### src/rtl/orientation_filter.sv
// rtl/orientation_filter.sv - averaged range-pair heading estimator
// Averages 2^AVG_LOG2 distance pairs, maps |AVG1-AVG2| to an arctangent angle with deadband and saturation.
module orientation_filter #(
   parameter int DW       = 8,
   parameter int AVG_LOG2 = 2,
   parameter int DEADBAND = 0
) (
   input  logic          CLK,
   input  logic          RST_N,
   input  logic          IN_VALID,
   output logic          IN_READY,
   input  logic [DW-1:0] DIST1,
   input  logic [DW-1:0] DIST2,
   output logic          OUT_VALID,
   input  logic          OUT_READY,
   output logic [7:0]    ANGLE,
   output logic [1:0]    DIRECTION,
   output logic          SATURATED
);

   localparam int AW = DW + AVG_LOG2;
   localparam int CW = (AVG_LOG2 == 0) ? 1 : AVG_LOG2;
   localparam logic [DW-1:0] SAT_LIM = DW'(70);
   localparam logic [DW-1:0] DB_LIM  = DW'(DEADBAND);

   // round(atan(x/28)) in degrees for x = 0..70
   localparam logic [7:0] ATAN_LUT [0:70] = '{
      8'd0,  8'd2,  8'd4,  8'd6,  8'd8,  8'd10, 8'd12, 8'd14, 8'd16, 8'd18,
      8'd20, 8'd21, 8'd23, 8'd25, 8'd27, 8'd28, 8'd30, 8'd31, 8'd33, 8'd34,
      8'd36, 8'd37, 8'd38, 8'd39, 8'd41, 8'd42, 8'd43, 8'd44, 8'd45, 8'd46,
      8'd47, 8'd48, 8'd49, 8'd50, 8'd51, 8'd51, 8'd52, 8'd53, 8'd54, 8'd54,
      8'd55, 8'd56, 8'd56, 8'd57, 8'd58, 8'd58, 8'd59, 8'd59, 8'd60, 8'd60,
      8'd61, 8'd61, 8'd62, 8'd62, 8'd63, 8'd63, 8'd63, 8'd64, 8'd64, 8'd65,
      8'd65, 8'd65, 8'd66, 8'd66, 8'd66, 8'd67, 8'd67, 8'd67, 8'd68, 8'd68,
      8'd68
   };

   typedef enum logic [1:0] {ACCUM, DIFF, LOOKUP, HOLD} state_t;

   state_t        state, state_nxt;
   logic [AW-1:0] acc1, acc2;
   logic [CW-1:0] cnt;
   logic [DW-1:0] x;
   logic [1:0]    dir;
   logic [DW-1:0] avg1, avg2, diff_abs;
   logic [1:0]    diff_dir;
   logic          last_sample;

   assign IN_READY    = RST_N && (state == ACCUM);
   assign last_sample = (AVG_LOG2 == 0) ? 1'b1 : (cnt == {CW{1'b1}});

   always_comb begin
      avg1     = DW'(acc1 >> AVG_LOG2);
      avg2     = DW'(acc2 >> AVG_LOG2);
      diff_abs = '0;
      diff_dir = 2'b00;
      if (avg1 > avg2) begin
         diff_abs = avg1 - avg2;
         diff_dir = 2'b10;
      end else if (avg1 < avg2) begin
         diff_abs = avg2 - avg1;
         diff_dir = 2'b01;
      end
      if (diff_abs <= DB_LIM) begin
         diff_abs = '0;
         diff_dir = 2'b00;
      end
   end

   always_comb begin
      state_nxt = state;
      case (state)
         ACCUM:   if (IN_VALID && last_sample) state_nxt = DIFF;
         DIFF:    state_nxt = LOOKUP;
         LOOKUP:  state_nxt = HOLD;
         HOLD:    if (OUT_READY) state_nxt = ACCUM;
         default: state_nxt = ACCUM;
      endcase
   end

   always_ff @(posedge CLK) begin
      if (!RST_N) begin
         state     <= ACCUM;
         acc1      <= '0;
         acc2      <= '0;
         cnt       <= '0;
         x         <= '0;
         dir       <= 2'b00;
         ANGLE     <= 8'd0;
         DIRECTION <= 2'b00;
         SATURATED <= 1'b0;
         OUT_VALID <= 1'b0;
      end else begin
         state <= state_nxt;
         case (state)
            ACCUM: if (IN_VALID) begin
               acc1 <= acc1 + AW'(DIST1);
               acc2 <= acc2 + AW'(DIST2);
               cnt  <= cnt + CW'(1);
            end
            DIFF: begin
               x   <= diff_abs;
               dir <= diff_dir;
            end
            LOOKUP: begin
               if (x > SAT_LIM) begin
                  ANGLE     <= 8'd68;
                  SATURATED <= 1'b1;
               end else begin
                  ANGLE     <= ATAN_LUT[x[6:0]];
                  SATURATED <= 1'b0;
               end
               DIRECTION <= dir;
               OUT_VALID <= 1'b1;
            end
            HOLD: if (OUT_READY) begin
               // result registers keep the last estimate; only the valid flag drops
               OUT_VALID <= 1'b0;
               acc1      <= '0;
               acc2      <= '0;
               cnt       <= '0;
            end
            default: ;
         endcase
      end
   end

endmodule

### config.mk
export PLATFORM = sky130hd
export DESIGN_NAME = orientation_filter
export DESIGN_NICKNAME = d
export VERILOG_FILES = /design/src/rtl/orientation_filter.sv
export SDC_FILE = /design/constraint.sdc
export NUM_CORES = 1
export LEC_CHECK = 0
export ABC_AREA = 0
export CAP_MARGIN = 20
export CORE_ASPECT_RATIO = 1.5
export CORE_MARGIN = 1.5
export CORE_UTILIZATION = 59
export DETAILED_ROUTE_END_ITERATION = 10
export PLACE_DENSITY = 0.79
export SYNTH_ARGS = -nofsm -noshare
export SYNTH_HDL_FRONTEND = slang
export SYNTH_SLANG_ARGS = --single-unit
### constraint.sdc
create_clock -name CLK -period 3.9 [get_ports CLK]
set_clock_uncertainty 0.15 [all_clocks]
set_input_delay 0.39 -clock CLK [delete_from_list [all_inputs] [get_ports CLK]]
set_output_delay 0.39 -clock CLK [all_outputs]
set_load 0.02 [all_outputs]
Word-level counts from Yosys, hierarchy flattened
Memories as Yosys holds them, arrays and structs flattened.
Cells that the tools add are included.
- add/sub/neg operators: 5
- $mul: 0
- div/mod/pow operators: 0
- $lt $le $gt $ge: 5
- equality and inequality tests: 7
- shifts and indexed selects: 0
- multiplexer cells: 22
- bitwise logic cells: 1
- reduce and logical (&&, ||, !) cells: 8
- operators with widths (operator ; count):
    $mux W8 ; 6
    $pmux W10 S2 ; 2
    $mux W10 ; 3
    $add A10 B8 Y10 ; 2
    $sub A8 B8 Y8 ; 2
    $mux W2 ; 5
    $ge A8 B8 Y1 const B ; 1
    $gt A8 B7 Y1 const B ; 1
    $gt A8 B8 Y1 ; 1
    $le A8 B1 Y1 const B ; 1
    $lt A8 B8 Y1 ; 1
    $not A7 Y8 ; 1
    $pmux W2 S4 ; 1
    $eq A2 B2 Y1 const B ; 3
    $ne A2 B2 Y1 const B ; 2
    $pmux W2 S2 ; 1
    $reduce_and A2 Y1 ; 2
    $reduce_bool A2 Y1 ; 2
    $mux W1 ; 3
    $reduce_and A3 Y1 ; 1
    $add A2 B1 Y2 const B ; 1
    $eq A2 B1 Y1 const B ; 1
    $logic_and A1 B1 Y1 ; 2
    $logic_not A2 Y1 ; 1
    other kinds (2) ; 2
- register bits after elaboration: 46
- bits in latches: 0
- memory bits (writable): 0
- memory bits (read-only): 1024
- input bits: 20
- output and inout bits: 13
- logic and storage cells: 59
- memories kept: 1
- memory list (name ; depth ; width ; rd ports ; clocked after Yosys merged registers in ; write ports ; line ; source):
    (name not given) ; 128 ; 8 ; 1 ; 0 ; 0 ; 110 ; ANGLE <= ATAN_LUT[x[6:0]];

Depth between registers and ports, before layout
Gate-level depths: netlist of run 1.
- depth after elaboration: 5
- depth in mapped cells: 11
- gate-level depth less buffers: 11

Least setup slack after synthesis of run 1
No wires, ideal clock.
- kind: register to register
- from: reg acc1[5]
- to: reg dir[0]
- library setup time: 0.134 ns
- arrival time: 2.531 ns
- data required time: 3.616 ns
- setup slack: 1.085 ns
- cell stages (with the launch flop): 10
- period minus slack after synthesis: 2.815 ns
- cells stage by stage: dfxtp_1 inv_1 ha_1 and2b_1 a221oi_2 o21a_1 mux2_1 o22a_1 o41ai_1 nand3_1
- word-level cells in the longest chain between the ends: 5
- RTL lines (element ; line ; source):
    start, declared ; 41 ; logic [AW-1:0] acc1, acc2;
    start signal, assigned ; 97 ; acc1 <= acc1 + AW'(DIST1);
    $sub A8 B8 Y8 or $lt A8 B8 Y1 (tied branches) ; 61, 60 ;
    $mux W8 ; 60 ; end else if (avg1 < avg2) begin
    $mux W8 ; 57 ; if (avg1 > avg2) begin
    $le A8 B1 Y1 ; 64 ; if (diff_abs <= DB_LIM) begin
    $mux W2 * ; 64 ;
    end signal, assigned ; 103 ; dir <= diff_dir;
    end, declared ; 44 ; logic [1:0] dir;
Every way passes the cells marked *; elsewhere a longest branch is shown, timed or not.
A chain may end at the register's enable or synchronous reset.

Final worst setup path of run 1
- from: reg acc2[2]
- to: reg dir[1]
- word-level cells in the longest chain between the ends: 5
- RTL lines (element ; line ; source):
    start, declared ; 41 ;
    start signal, assigned ; 98 ; acc2 <= acc2 + AW'(DIST2);
    $sub A8 B8 Y8 or $lt A8 B8 Y1 (tied branches) ; 61, 60 ;
    $mux W8 ; 60 ;
    $mux W8 ; 57 ;
    $le A8 B1 Y1 ; 64 ;
    $mux W2 * ; 64 ;
Marks and branches as above.

==> out/qor.csv, run 1 <==
stage;metric;value;unit
logic_synthesis;async_flop_share;0;%
min_path;hold_end;ANGLE[1];
worst_setup_path;regToRegSetupSlack;670;ps
clocking;path_clk_slew;100;ps
worst_setup_path;rr_endpoint;dir[1];
routing;drc;0;
worst_setup_path;r2r_cells;9;
worst_setup_path;slowest_stage;dfxtp_1;
final_layout;area_growth;11.6;%
worst_setup_path;start_kind;flip-flop;
die;die_x;67.7;µm
routing;routed_via_density;5.97;
clocking;cts_root_buffer;clkbuf_8;
global_route;grt_max_degree;24;
clocking;htreeDepth;2;
logic_synthesis;synth_most_common_cell;dfxtp_1;
die;core.rowCount;35;
worst_setup_path;crit_arrival;3260;ps
power_and_ir_drop;p_int;1.33;mW
timing;max_freq;310;MHz
placement;dp_hpwl;6430;µm
power_and_ir_drop;swShare;47.7;%
power_and_ir_drop;p_clk_share;12.1;%
routing;first_pass_iters;4;
timing;hold_viol_final;0;
routing;post_drt_wl_per_cell;14.9;µm
routing;totalWireLength;8320;µm
timing;setup_tns;0;ps
routing;ant_nets;0;
power_and_ir_drop;switchingPower;1.21;mW
power_and_ir_drop;seq_power_share;26.1;%
logic_synthesis;ys.flop_type;dfxtp_1;
timing;tightestPinTransition;991;ps
placement;dp_slack;733;ps
final_layout;nets;550;
flow_run;max-cap-violations;0;
logic_synthesis;yosysWarnings;0;
placement;gp_congestion;0.966;
power_and_ir_drop;p_comb_share;61.8;%
min_path;hp-start;ANGLE[1];
timing;min_period;3230;ps
logic_synthesis;synth_area_leaders;dfxtp_1, ha_1, nor2b_1;
power_and_ir_drop;fin_total_pwr;2.54;mW
worst_setup_path;crit_chain;ha_1, fa_1, and2b_1, a221oi_2, o21a_1, mux2_1, o22a_1, o41ai_1, nand3_1;
worst_setup_path;cp_data_required_time;3930;ps
logic_synthesis;synth_area_per_cell;7.99;µm²
min_path;worstHoldPathType;reg2reg;
die;io_pins;33;
worst_setup_path;critPathKind;reg2reg;
final_layout;multiInputGateArea;0.00256;mm²
routing;vias;3328;
logic_synthesis;netlist_area;0.00370;mm²
final_layout;layout-drive-gt1-share;3.73;%
timing;finalMaxSlewViolations;0;
timing;rsz0062_at_grt;no;
clocking;cts_buffers;5;
timing;setup_slack;671;ps
worst_setup_path;r2r-start;acc2[2];
logic_synthesis;yosys-top-cells-count;dfxtp_1, ha_1, inv_1;
logic_synthesis;ys_types;53;
placement;port_buffers;31;
clocking;clk_latency;310;ps
global_route;grt_pass1_wl;14200;µm
timing;relSlewSlack;33.5;%
logic_synthesis;yosys.area.top_type;dfxtp_1;
clocking;cts_tree;yes;
timing;fin_crit_sh;82.8;%
die;die_h;100;µm
logic_synthesis;postSynthCellCount;463;
clocking;cts_buffer_depth;2;
run_status;outcome;completed;
clocking;cts_resized;0;
logic_synthesis;ys_ff_latch;45;
routing;dr.first_iter.drc_count;161;
min_path;holdPathStages;2;
final_layout;fillerInstances;535;
die;die_area;0.00677;mm²
logic_synthesis;syn-num-nets;531;
clocking;clock_sinks;45;
final_layout;register_area;901;µm²
power_and_ir_drop;p_leak;1.67;nW
logic_synthesis;netlist.area_leader.share;24.3;%
die;core_area;0.00609;mm²
power_and_ir_drop;vdd_drop_max;403;µV
worst_setup_path;path_max_fanout;7;
timing;setup_violations;0;
die;start_util;60.8;%
final_layout;diodes;0;
logic_synthesis;ys_seq_area_share;24.3;%
worst_setup_path;critical_path.max_stage_delay;410;ps
global_route;antenna_found_initial;0;
worst_setup_path;endpoint_kind;flip-flop;
global_route;grt_use_total;26.5;%
logic_synthesis;synth-edff-count;0;
clocking;post_cts_buffers;0;
global_route;grt.overflow.total;0;
global_route;grt_pass1_vias;3179;
clocking;cts_hold_buf;0;
power_and_ir_drop;power_density;615;mW/mm²
## final cells by class
type | count | area share, %
multi-input combinational | 355 | 61.9
inverter | 41 | 3.73
clock inverter | 3 | 0.606
timing repair buffer | 34 | 8.06
clock buffer | 5 | 1.67
sequential | 45 | 21.8
tap | 74 | 2.24
## critical path, delay by kind of cell (launching register included)
| kind | cells | cell delay [ps] |
|---|---|---|
| AOI/OAI and AO/OA | 4 | 1390 |
| adders and majority gates | 2 | 480 |
| DFF | 1 | 410 |
| muxes | 1 | 360 |
| and+or+nand+nor | 2 | 320 |
## sequential cells by signal, summed over array words and instances, names as in the netlist
signal / count
acc1: 10
acc2: 10
x: 8
ANGLE: 7
DIRECTION: 2
cnt: 2
dir: 2
state: 2
OUT_VALID: 1
SATURATED: 1
## worst max path at each step
stage	from	end	slack (ps)	cells past startpoint
4_1_cts	acc2[2]	dir[1]	690	9
6_report	acc2[2]	dir[1]	670	9
5_1_grt	acc2[2]	dir[1]	410	9
2_1_floorplan	acc1[5]	dir[0]	1080	9
3_5_place_dp	acc2[2]	dir[1]	730	9
3_3_place_gp	acc1[2]	dir[0]	860	10
## placed cells by master, fill, tap and decap left out, types with 10 or more instances in the layout
master	netlist	routed
nand3_1	12	12
and2_1	14	14
ha_1	44	44
nand2_1	33	33
dfxtp_1	45	45
nor3_1	14	14
o21ai_0	26	25
mux2i_1	16	16
o21a_1	10	10
inv_1	41	41
a21oi_1	29	29
nor2b_1	27	27
clkdlybuf4s50_1	0	31
nor2_1	22	22
## metrics by stage
step           hold WS, ps  instances  utilization [%]  cell area (µm²)
2_1_floorplan          288        463                -             3700
3_3_place_gp           317        549             66.3             4040
3_5_place_dp           320        549             66.3             4040
4_1_cts                339        557             67.9             4130
5_1_grt                357        557             67.9             4130
6_report               333        557             67.9             4130
## logic make-up (layout without fill, tap and decap cells)
group / count (synthesis) / after routing / share of synthesized area [%]
compound gates: 137 / 137 / 24.9
xor+xnor: 10 / 10 / 2.37
fa+ha+maj: 48 / 48 / 17.0
buf+inv: 63 / 83 / 6.59
flops: 45 / 45 / 24.3
mux: 18 / 18 / 4.94
other cells: 1 / 1 / 0.101
simple gates: 141 / 141 / 19.7
## power by group through the flow
stage	logic [mW]	registers, mW	clock network [mW]
after CTS	1.55	0.663	0.311
after detailed placement	1.54	0.674	0
after global routing	1.75	0.684	0.328
after global placement	1.50	0.669	0
after floorplan	1.26	0.613	0
final	1.57	0.664	0.308
## metal layers
metal / vias to the layer above / global-route usage (%) / routed length [µm]
met5: - / 0 / 0
met4: 0 / 11.0 / 235
met2: 64 / 47.8 / 4490
met1: 1562 / 30.4 / 3360
li1: 1684 / - / -
met3: 18 / 3.48 / 235
Power figures use the tool's default switching activity.
==> run 2: changes to the inputs <==
--- a/config.mk
+++ b/config.mk
@@ -9,9 +9,9 @@
 export CAP_MARGIN = 20
 export CORE_ASPECT_RATIO = 1.5
 export CORE_MARGIN = 1.5
-export CORE_UTILIZATION = 59
+export CORE_UTILIZATION = 53
 export DETAILED_ROUTE_END_ITERATION = 10
-export PLACE_DENSITY = 0.79
+export PLACE_DENSITY = 0.75
 export SYNTH_ARGS = -nofsm -noshare
 export SYNTH_HDL_FRONTEND = slang
 export SYNTH_SLANG_ARGS = --single-unit
==> constraint.sdc (replaced) <==
create_clock -name CLK -period 2.67 [get_ports CLK]
set_clock_uncertainty 0.15 [all_clocks]
set_input_delay 0.267 -clock CLK [delete_from_list [all_inputs] [get_ports CLK]]
set_output_delay 0.267 -clock CLK [all_outputs]
set_load 0.02 [all_outputs]
==> run 2 against run 1 <==
The flow now finishes with violations (setup timing). Worst hold slack better by 2.0 ps. Power up 84%. Cell area up 12%. Die area up 11%. Fmax up 19%. Largest power group unchanged. Highest routed layer unchanged.
==> out/qor.csv, run 2 (synthesis results as in run 1) <==
stage;metric;value;unit
clocking;clk_latency;310;ps
clocking;cts_buffer_depth;2;
placement;placed_cells;597;
timing;fin_crit_sh;102;%
clocking;cts_buffers;5;
die;core_area;0.00681;mm²
worst_setup_path;start_kind;flip-flop;
placement;place_area;0.00439;mm²
global_route;grt_use_total;25.2;%
clocking;cts_root_buffer;clkbuf_8;
timing;tightestPinTransition;710;ps
global_route;grt_pass1_wl;15600;µm
routing;ant_nets;0;
die;die_h;105;µm
timing;relSlewSlack;52.4;%
final_layout;nets;599;
final_layout;mostFrequentLayoutCells;buf_4, dfxtp_1, ha_1;
final_layout;fillerInstances;572;
timing;max_freq;369;MHz
worst_setup_path;crit_arrival;2750;ps
final_layout;final_common_cell;buf_4;
timing;whs;335;ps
final_layout;finalInstanceArea;0.00462;mm²
min_path;hp-start;SATURATED;
die;core.rowCount;37;
die;io_pins;33;
routing;vias;3543;
worst_setup_path;endpoint_kind;flip-flop;
flow_run;max-cap-violations;0;
worst_setup_path;r2r-start;acc1[2];
power_and_ir_drop;vdd_drop_max;533;µV
clocking;cts_tree;yes;
timing;hold_viol_final;0;
clocking;path_clk_slew;100;ps
placement;dp_hpwl;7010;µm
placement;port_buffers;31;
timing;finalMaxSlewViolations;0;
timing;min_period;2710;ps
clocking;clock_sinks;45;
worst_setup_path;critPathKind;reg2reg;
routing;drc;0;
final_layout;layout-drive-gt1-share;16.7;%
final_layout;register_area;905;µm²
final_layout;reg_top3;acc1 (10), acc2 (10), x (8);
die;die_x;71.2;µm
run_status;outcome;finished with violations;
die;start_util;54.4;%
global_route;grt.overflow.total;0;
global_route;antenna_found_initial;0;
global_route;grt_pass1_vias;3545;
final_layout;diodes;0;
final_layout;area_growth;24.8;%
final_layout;multiInputGateArea;0.00266;mm²
timing;setup_violations;1;
placement;gp_congestion;0.893;
timing;setup_slack;-43.1;ps
final_layout;instances_no_fill;610;
worst_setup_path;cp_data_required_time;2700;ps
routing;totalWireLength;9270;µm
power_and_ir_drop;p_leak;1.91;nW
clocking;htreeDepth;2;
routing;dr.first_iter.drc_count;141;
worst_setup_path;crit_start;acc1[2];
power_and_ir_drop;power_density;1010;mW/mm²
routing;post_drt_wl_per_cell;15.2;µm
final_layout;fin_util;67.9;%
clocking;cts_hold_buf;0;
die;die_area;0.00750;mm²
min_path;worstHoldPathType;reg2reg;
timing;rsz0062_at_grt;yes;
run_status;violations;setup timing;
global_route;grt_max_degree;24;
routing;first_pass_iters;4;
timing;setup_tns;-43.1;ps
worst_setup_path;path_max_fanout;8;
routing;routed_via_density;5.81;
==> run 2: cell count changes in the layout (fill, tap and decap cells not counted), sizes merged <==
cell and delta:
buf +49
==> run 2: critical path, cell delays in order, from the launching register on <==
cell and delay [ps]:
dfxtp_2 350, inv_2 40, ha_4 150, fa_2 360
and2b_1 240, a221oi_4 90, o21ai_4 290, mux2i_1 140
o22a_1 270, o41ai_2 380, nand3_1 120
==> run 2: per-layer routing <==
| layer | wire length (µm) | vias up | global-route usage (%) | share of wire, % |
|---|---|---|---|---|
| met1 | 3600 | 1669 | 26.3 | 39 |
| li1 | - | 1771 | - | - |
| met5 | 0 | - | 0 | 0 |
| met2 | 5050 | 76 | 48.3 | 54 |
| met4 | 383 | 0 | 12.3 | 4.1 |
| met3 | 237 | 27 | 2.49 | 2.6 |
==> run 2: cell type report <==
class | count | area share (%)
multi-input cells | 355 | 57.7
flip-flops and latches | 45 | 19.6
repair buffers | 83 | 15.3
inverters | 41 | 3.33
well taps | 78 | 2.11
clock buffers | 5 | 1.49
clock inverters | 3 | 0.542
==> run 2: power breakdown <==
group / internal [mW] / leakage (nW) / switching (mW) / total [mW]
clock network: 0.190 / 0.0447 / 0.271 / 0.461
registers: 0.792 / 0.368 / 0.123 / 0.915
logic: 1.58 / 1.50 / 1.71 / 3.29
total: 2.56 / 1.91 / 2.10 / 4.67
==> run 2: worst paths after layout <==
check,endpoint,slack [ps],depth (start not counted)
max,dir[0],-40,10
max reg2reg,dir[0],-40,10
min,SATURATED,330,1
min reg2reg,SATURATED,330,1
==> run 2: per-stage QoR <==
step | total power [mW] | setup slack (ps)
global placement | 3.74 | -311
CTS | 4.37 | 0.519
detailed placement | 3.81 | -298
finish | 4.67 | -43.1
global route | 5.03 | -125
floorplan | 2.78 | 2.10
==> run 2: repair_timing <==
item / in CTS / in global routing
setup endpoints to repair: 4 / 9
resized for setup: 9 / 16
pin swaps: 6 / 6
buffers inserted: 2 / 3
==> run 3: changes to the inputs <==
--- a/config.mk
+++ b/config.mk
@@ -9,9 +9,10 @@
 export CAP_MARGIN = 20
 export CORE_ASPECT_RATIO = 1.5
 export CORE_MARGIN = 1.5
-export CORE_UTILIZATION = 53
+export CORE_UTILIZATION = 55
+export CTS_BUF_LIST = sky130_fd_sc_hd__clkbuf_4
 export DETAILED_ROUTE_END_ITERATION = 10
-export PLACE_DENSITY = 0.75
+export PLACE_DENSITY = 0.78
 export SYNTH_ARGS = -nofsm -noshare
 export SYNTH_HDL_FRONTEND = slang
 export SYNTH_SLANG_ARGS = --single-unit
==> run 3 against run 2 <==
The run still ends with setup timing left. Critical path depth rose by 1. Register-to-register slack got worse by 110 ps. Sequential share of layout area rose by 0.27 points. Combinational power rose by 3%. Critical path type unchanged. Critical endpoint unchanged. Largest cell class unchanged. Largest power group unchanged.
==> out/qor.csv, run 3 (synthesis results as in run 1) <==
stage;metric;value;unit
run_status;outcome;finished with violations;
run_status;violations;setup timing;
final_layout;nets;595;
die;die_area;0.00724;mm²
worst_setup_path;start_kind;flip-flop;
power_and_ir_drop;p_leak;1.88;nW
clocking;cts_tree;yes;
final_layout;diodes;0;
die;core.rowCount;36;
timing;max_freq;354;MHz
die;die_x;70.0;µm
placement;gp_congestion;0.901;
timing;relSlewSlack;54.2;%
routing;post_drt_wl_per_cell;15.4;µm
routing;vias;3576;
global_route;grt_use_total;26.4;%
timing;setup_violations;4;
global_route;grt_max_degree;24;
routing;first_pass_iters;4;
global_route;antenna_found_initial;0;
flow_run;max-cap-violations;0;
global_route;grt_pass1_wl;15400;µm
power_and_ir_drop;vdd_drop_max;635;µV
placement;dp_hpwl;7150;µm
worst_setup_path;endpoint_kind;flip-flop;
die;start_util;57.1;%
routing;totalWireLength;9300;µm
clocking;cts_buffer_depth;2;
routing;dr.first_iter.drc_count;125;
clocking;htreeDepth;2;
clocking;cts_buffers;5;
timing;setup_slack;-157;ps
power_and_ir_drop;power_density;1020;mW/mm²
routing;ant_nets;0;
final_layout;mostFrequentLayoutCells;buf_4, dfxtp_1, ha_1;
die;io_pins;33;
die;core_area;0.00649;mm²
routing;routed_via_density;5.92;
final_layout;layout-drive-gt1-share;17.2;%
timing;hold_viol_final;0;
placement;port_buffers;31;
final_layout;fin_util;70.5;%
timing;tightestPinTransition;686;ps
worst_setup_path;crit_arrival;2970;ps
final_layout;area_growth;23.6;%
timing;fin_crit_sh;106;%
min_path;worstHoldPathType;reg2reg;
worst_setup_path;path_max_fanout;8;
clocking;clk_latency;390;ps
timing;min_period;2830;ps
timing;rsz0062_at_grt;yes;
global_route;grt_pass1_vias;3428;
clocking;path_clk_slew;150;ps
timing;finalMaxSlewViolations;0;
final_layout;reg_top3;acc1 (10), acc2 (10), x (8);
timing;setup_tns;-361;ps
clocking;cts_root_buffer;clkbuf_4;
worst_setup_path;critPathKind;reg2reg;
die;die_h;103;µm
clocking;clock_sinks;45;
routing;drc;0;
global_route;grt.overflow.total;0;
final_layout;final_common_cell;buf_4;
placement;dp_slack;-257;ps
worst_setup_path;cp_data_required_time;2810;ps
-- run 3: layer usage --
metal | routed length [µm] | global-route usage [%] | part of all wire (%) | vias up
li1 | - | - | - | 1775
met1 | 3510 | 27.5 | 38 | 1672
met2 | 5140 | 51.4 | 55 | 94
met3 | 228 | 3.68 | 2.5 | 35
met4 | 420 | 13.6 | 4.5 | 0
met5 | 0 | 0 | 0 | -
-- run 3: layout make-up --
type                            count  area [µm²]
Inverter                           41         154
Clock buffer                        5        37.5
Fill cell                         527        1910
Sequential cell                    45         908
Timing Repair Buffer               79         678
Multi-Input combinational cell    355        2680
Tap cell                           76        95.1
Clock inverter                      3        25.0
-- run 3: power breakdown --
part	total, mW	switching [mW]	leakage (nW)	internal [mW]
registers	0.923	0.129	0.368	0.794
clock network	0.372	0.265	0.0318	0.108
logic	3.38	1.76	1.48	1.62
-- run 3: critical path, stage by stage (launching register included) --
cell and delay (ps):
dfxtp_2 360, inv_2 40, ha_4 150, fa_2 340, and2b_2 260, a221oi_4 80, buf_4 150, o21ai_4 300
mux2i_1 130, o22a_2 300, o41ai_4 340, nand3_1 100
-- run 3: metrics by stage --
| step | cell area (µm²) | total power [mW] | hold WS, ps | instances |
|---|---|---|---|---|
| 6_report | 4570 | 4.67 | 343 | 604 |
| 5_1_grt | 4570 | 5.02 | 359 | 604 |
| 4_1_cts | 4530 | 4.50 | 342 | 604 |
| 3_5_place_dp | 4350 | 3.81 | 322 | 590 |
| 3_3_place_gp | 4350 | 3.71 | 319 | 590 |
| 2_1_floorplan | 3720 | 2.78 | 288 | 463 |
-- run 3: worst paths after layout --
check | from | depth (start not counted) | slack, ps | to
max | acc1[2] | 11 | -160 | dir[0]
min | dir[1] | 2 | 340 | dir[1]
min reg2reg | dir[1] | 2 | 340 | dir[1]
max reg2reg | acc1[2] | 11 | -160 | dir[0]
-- run 3: what timing repair did --
action	in CTS	in global routing
buffers inserted	6	2
setup endpoints to repair	7	10
pin swaps	12	7
hold buffers	0	0
resized for setup	19	15
